### config.mk
export PLATFORM = sky130hd
export DESIGN_NAME = mem_access_requester
export DESIGN_NICKNAME = d
export VERILOG_FILES = /design/src/rtl/mem_access_requester.sv
export SDC_FILE = /design/constraint.sdc
export NUM_CORES = 1
export LEC_CHECK = 0
export CORE_MARGIN = 2
export CORE_UTILIZATION = 60
export DETAILED_ROUTE_END_ITERATION = 8
export DONT_BUFFER_PORTS = 1
export PLACE_DENSITY = 0.83
export SYNTH_ARGS = -nofsm -noshare
export SYNTH_HDL_FRONTEND = slang
export SYNTH_SLANG_ARGS = --single-unit
### constraint.sdc
create_clock -name clk -period 3.4 [get_ports clk]
set_input_delay 0.17 -clock clk [delete_from_list [all_inputs] [get_ports clk]]
set_output_delay 0.17 -clock clk [all_outputs]
set_load 0.05 [all_outputs]
### src/rtl/mem_access_requester.sv
// Memory access requester: issues one read or write command per accepted start,
// collects per-core read words with a bounded wait, and pulses done on completion.
module mem_access_requester #(
    parameter int DATA_W = 8
) (
    input  logic                  clk,
    input  logic                  rst_n,
    input  logic                  start,
    input  logic                  op,
    input  logic                  diff,
    input  logic [2:0]            noc,
    input  logic [3:0]            data_out_sel,
    input  logic [DATA_W-1:0]     mem_rd_data,
    output logic [1:0]            mem_read,
    output logic [1:0]            mem_write,
    output logic [4*DATA_W-1:0]   rd_data,
    output logic [3:0]            rd_mask,
    output logic                  busy,
    output logic                  done,
    output logic                  err
);

    typedef enum logic [2:0] {
        IDLE,
        ISSUE,
        WAIT_RD,
        WAIT_WR,
        DONE
    } state_t;

    state_t      state, state_nxt;
    logic        op_l, diff_l;
    logic [2:0]  noc_l;
    logic [2:0]  cnt;
    logic        noc_ok, accept, rd_done, timeout, wr_last;
    logic [3:0]  core_en, cap;
    logic [1:0]  last_core;

    assign noc_ok    = (noc != 3'd0) && (noc <= 3'd4);
    assign accept    = (state == IDLE) && start;
    assign core_en   = 4'b1111 >> (3'd4 - noc_l);
    assign last_core = 2'(noc_l - 3'd1);

    // Strobe bits for cores beyond noc_l never reach the capture vector.
    always_comb begin
        cap = 4'b0000;
        if (state == WAIT_RD) begin
            if (diff_l)
                cap = data_out_sel & core_en;
            else if (data_out_sel == 4'b1111)
                cap = core_en;
        end
    end

    assign rd_done = diff_l ? cap[last_core] : (cap != 4'b0000);
    assign timeout = (cnt == 3'd7) && !rd_done;
    assign wr_last = (cnt == (diff_l ? (noc_l - 3'd1) : 3'd0));

    always_ff @(posedge clk or negedge rst_n) begin
        if (!rst_n)
            state <= IDLE;
        else
            state <= state_nxt;
    end

    always_comb begin
        state_nxt = state;
        unique case (state)
            IDLE:    if (start) state_nxt = noc_ok ? ISSUE : DONE;
            ISSUE:   state_nxt = op_l ? WAIT_WR : WAIT_RD;
            WAIT_RD: if (rd_done || timeout) state_nxt = DONE;
            WAIT_WR: if (wr_last) state_nxt = DONE;
            DONE:    state_nxt = IDLE;
            default: state_nxt = IDLE;
        endcase
    end

    // NOTE: every register here uses non-blocking assignment so all of them
    // see the same pre-edge values of state, cnt and cap.
    always_ff @(posedge clk or negedge rst_n) begin
        if (!rst_n) begin
            mem_read  <= 2'b00;
            mem_write <= 2'b00;
            busy      <= 1'b0;
            done      <= 1'b0;
            err       <= 1'b0;
            rd_mask   <= 4'b0000;
            // NOTE: the capture words are explicitly reset; software may read
            // rd_data before any transaction and must see zeros.
            rd_data   <= '0;
            cnt       <= 3'd0;
            op_l      <= 1'b0;
            diff_l    <= 1'b0;
            noc_l     <= 3'd0;
        end else begin
            busy      <= (state_nxt != IDLE);
            done      <= (state_nxt == DONE);
            mem_read  <= 2'b00;
            mem_write <= 2'b00;
            // ISSUE is only entered from IDLE, so the live op/diff inputs are
            // exactly the values being latched on this edge.
            if (state_nxt == ISSUE) begin
                if (op)
                    mem_write <= {diff, 1'b1};
                else
                    mem_read  <= {diff, 1'b1};
            end

            if (accept) begin
                if (noc_ok) begin
                    op_l    <= op;
                    diff_l  <= diff;
                    noc_l   <= noc;
                    rd_mask <= 4'b0000;
                    err     <= 1'b0;
                    cnt     <= 3'd0;
                end else begin
                    err     <= 1'b1;
                end
            end

            if (state == WAIT_RD) begin
                cnt     <= cnt + 3'd1;
                rd_mask <= rd_mask | cap;
                if (timeout)
                    err <= 1'b1;
            end

            if (state == WAIT_WR)
                cnt <= cnt + 3'd1;

            for (int k = 0; k < 4; k++) begin
                if (cap[k])
                    rd_data[k*DATA_W +: DATA_W] <= mem_rd_data;
            end
        end
    end

endmodule
==> results summary <==
The placed wire-length estimate came out at 3370 µm. The time the worst path needs with I/O delays and setup came out at around 2.4 ns. From left edge to right edge, the die measures ~67 µm. The arrival time at the worst endpoint is 2.62 ns.

For this run, the post-layout net count is roughly 230. After synthesis, the mean cell area works out to 13.4 µm². For this block, the initial DRC count from the detailed router was roughly 130. The maximum clock insertion buffer count came out at 2. The number of warnings printed during yosys synthesis is 0. The later pin in the worst-skew pair is clocked with a latency of 0.31 ns.

The total detailed-routing wirelength is approximately 5000 µm. In the layout the commonest cells are dfrtp_1, mux2_2, dlygate4sd3_1, nand2_1, mux2_4. The floorplan die height came out at between 60 and 70 µm.

The run finished, with violations left. The post-route setup TNS came out at 0 ns. The maximum fanout encountered on the critical timing path came out at 9. The worst register-to-register path begins at noc_l[0]. The fraction of final layout cells sized beyond drive strength 1 is 0.251. The count of cell types in the netlist is 42. Based on the critical path, the design can be clocked at up to 0.413 GHz. The pin count of the biggest net entering global routing is 55.

The cell count after synthesis came out at 179. The number of placement rows came out at 23. The required time of the critical path is 3.60 ns. The nature of the critical path startpoint is a flip-flop. The transition time of the tightest slew-check pin came out at 0.613 ns. Leaving out fill and tap cells, the most frequent cell in the layout is dfrtp_1. The worst setup path is captured at a flip-flop.

The detail route stage leaves a number of antenna-violating nets equal to 0. The global placement routability congestion came out at roughly 0.86. The detailed-routing iteration count for the pre-antenna-repair pass came out at 4.

The initial utilization of the core area, before any placement, comes to 0.611. In this run the worst hold path is classified as primary input to flip-flop. The number of max-slew violations in the final report was 0. The final worst-path cycle share is 0.713. The first global-routing pass estimated between 7000 and 8000 µm of wire. Of the synthesized area, sequential elements account for 0.561. The number of antenna violations at the first check in global routing is 0. The max-cap check violation count came out at 0.

The aggregate global routing overflow is 0. In this run the tightest slew margin relative to its limit is 0.585. The post-place setup slack came out at 0.979 ns. The area enclosed by the die boundary is between 4000 and 5000 µm².

The checks that failed: negative hold slack. The number of hold-slack violations in the final timing report is 1. The count of endpoints failing setup in the final report is 0. The post-detailed-route wirelength per cell is 19.8 µm. The final setup skew came out at 0.0111 ns. The synthesized flop and latch total is 54. Setup repair after global routing left no endpoint under its margin. The tree built by TritonCTS fans out to 54 sinks. The number of diodes added for antenna fixing came out at 0. Using the TritonRoute via totals, the vias-per-cell ratio works out to 6.17. Once layout is done, the placed cells without fillers occupy 2770 µm². The global routing usage summed across all routing layers is 0.239. The H-tree depth is 2. The setup fix buffers added after clock tree synthesis is 0.

The setup path with the least slack is of type flip-flop to flip-flop. The total cell area at the placement stage is between 2000 and 2500 µm². The synthesized net count came out at 204.

TritonCTS built the clock tree. The DRC violations left is 0. The most critical setup path has its startpoint at noc_l[0]. The count of port buffers added during placement is 0. The layout-stage area growth over the synthesis result came out at 15.2%. The minimum setup slack in the final design came out at 0.977 ns. The via count of the routed design is 1560. The number of top-level design ports is 63. The number of clock buffers inserted by TritonCTS is 5. The mapped cell area came out at 2410 µm².

After clock tree synthesis, the clock-pin slew on the worst setup and hold paths is about 0.1 ns. The number of global-route vias before repair is 1632. The startpoint identified for the worst hold timing path is noc[1]. The worst hold margin is -0.000700 ns. The placeable core region came out at 3940 µm². The CTS root buffer is clkbuf_8.
==> synthesized netlist by cell type <==
cell type	n	area share
nand4_1	4	0.010
or4b_2	1	0.0042
nor4b_1	1	0.0036
nand3b_1	3	0.0094
a21o_2	1	0.0036
a211o_1	2	0.0073
nand2_4	1	0.0047
dfrtp_1	54	0.56
nor2_1	6	0.0094
xnor2_1	2	0.0073
a21boi_0	1	0.0031
o21ai_0	5	0.010
nand2b_4	1	0.0057
buf_2	1	0.0021
nor3_1	1	0.0021
buf_6	1	0.0047
and2_1	2	0.0052
o211ai_1	2	0.0062
nor4bb_1	1	0.0042
nand3_1	3	0.0062
ha_1	5	0.026
and3_1	2	0.0052
clkbuf_1	2	0.0031
xor2_1	2	0.0073
nor4b_4	1	0.0099
mux2_4	8	0.050
a21oi_1	2	0.0042
nand2b_1	1	0.0026
nor2_4	1	0.0047
a311oi_1	1	0.0036
nor2b_1	1	0.0026
mux2_2	27	0.13
o311ai_0	1	0.0036
a221o_1	2	0.0083
inv_1	5	0.0078
o31ai_1	2	0.0062
nor3b_1	1	0.0031
a21o_1	3	0.0094
nor3_4	2	0.014
nand2_1	12	0.019
a31oi_1	4	0.010
or3_1	1	0.0026
==> metal layers <==
metal,up-vias,global-route usage,share of wire
met2,77,0.402,0.51
met3,8,0.0900,0.076
met5,-,0,0
met4,0,0.0867,0.016
li1,692,-,-
met1,783,0.280,0.39
==> stage by stage <==
stage                     utilization  hold WS [ns]  std cells
final                           0.704     -0.000700        253
after global routing            0.704       0.00126        253
after CTS                       0.678      0.000162        243
after detailed placement        0.620        -0.124        225
after global placement          0.620        -0.125        225
after floorplan                     -        -0.126        179
==> flip-flops by register name, summed over array words and instances (netlist names), 2 cells and up <==
name	count
rd_mask	4
noc_l	3
cnt	3
mem_write	2
state	3
mem_read	2
rd_data	32
==> kinds of logic (layout without fill, tap and decap cells) <==
kind of cell / count (synthesis) / after routing / synth area share
flip-flops: 54 / 54 / 0.561
AND/OR/NAND/NOR: 46 / 46 / 0.128
multiplexers: 35 / 35 / 0.176
AO/OA/AOI/OAI: 26 / 26 / 0.0764
adder cells (fa/ha/maj): 5 / 5 / 0.0260
XOR/XNOR: 4 / 4 / 0.0146
buffers and inverters: 9 / 33 / 0.0177
==> what timing repair did <==
item	CTS	global route
hold endpoints to repair	61	24
gates resized for setup	0	0
hold buffers	10	10
==> final timing paths <==
check	to	slack, ns	cells after the start
min reg2reg	op_l	0.51	1
max	rd_data[4]	0.98	6
max reg2reg	rd_data[4]	0.98	6
min in group asynchronous	mem_read[0]	0.37	2
min	noc_l[1]	-0.0007	1
max in group asynchronous	rd_data[14]	2.79	2
==> critical path: stages (launching register included) <==
cell	delay, ns
dfrtp_1	0.50
inv_1	0.13
ha_1	0.23
xnor2_1	0.27
nand2_4	0.14
or3_1	0.64
mux2_4	0.39
==> final cells by class <==
cell class                      instances  area [µm²]
Fill cell                             245        1170
Clock buffer                            6        72.6
Multi-Input combinational cell        116        1010
Tap cell                               50        62.6
Sequential cell                        54        1350
Clock inverter                          2        37.5
Timing Repair Buffer                   20         218
Inverter                                5        18.8
Power is not shown: default switching activity piles up to over one toggle a cycle in this logic, so the estimate is an artifact.
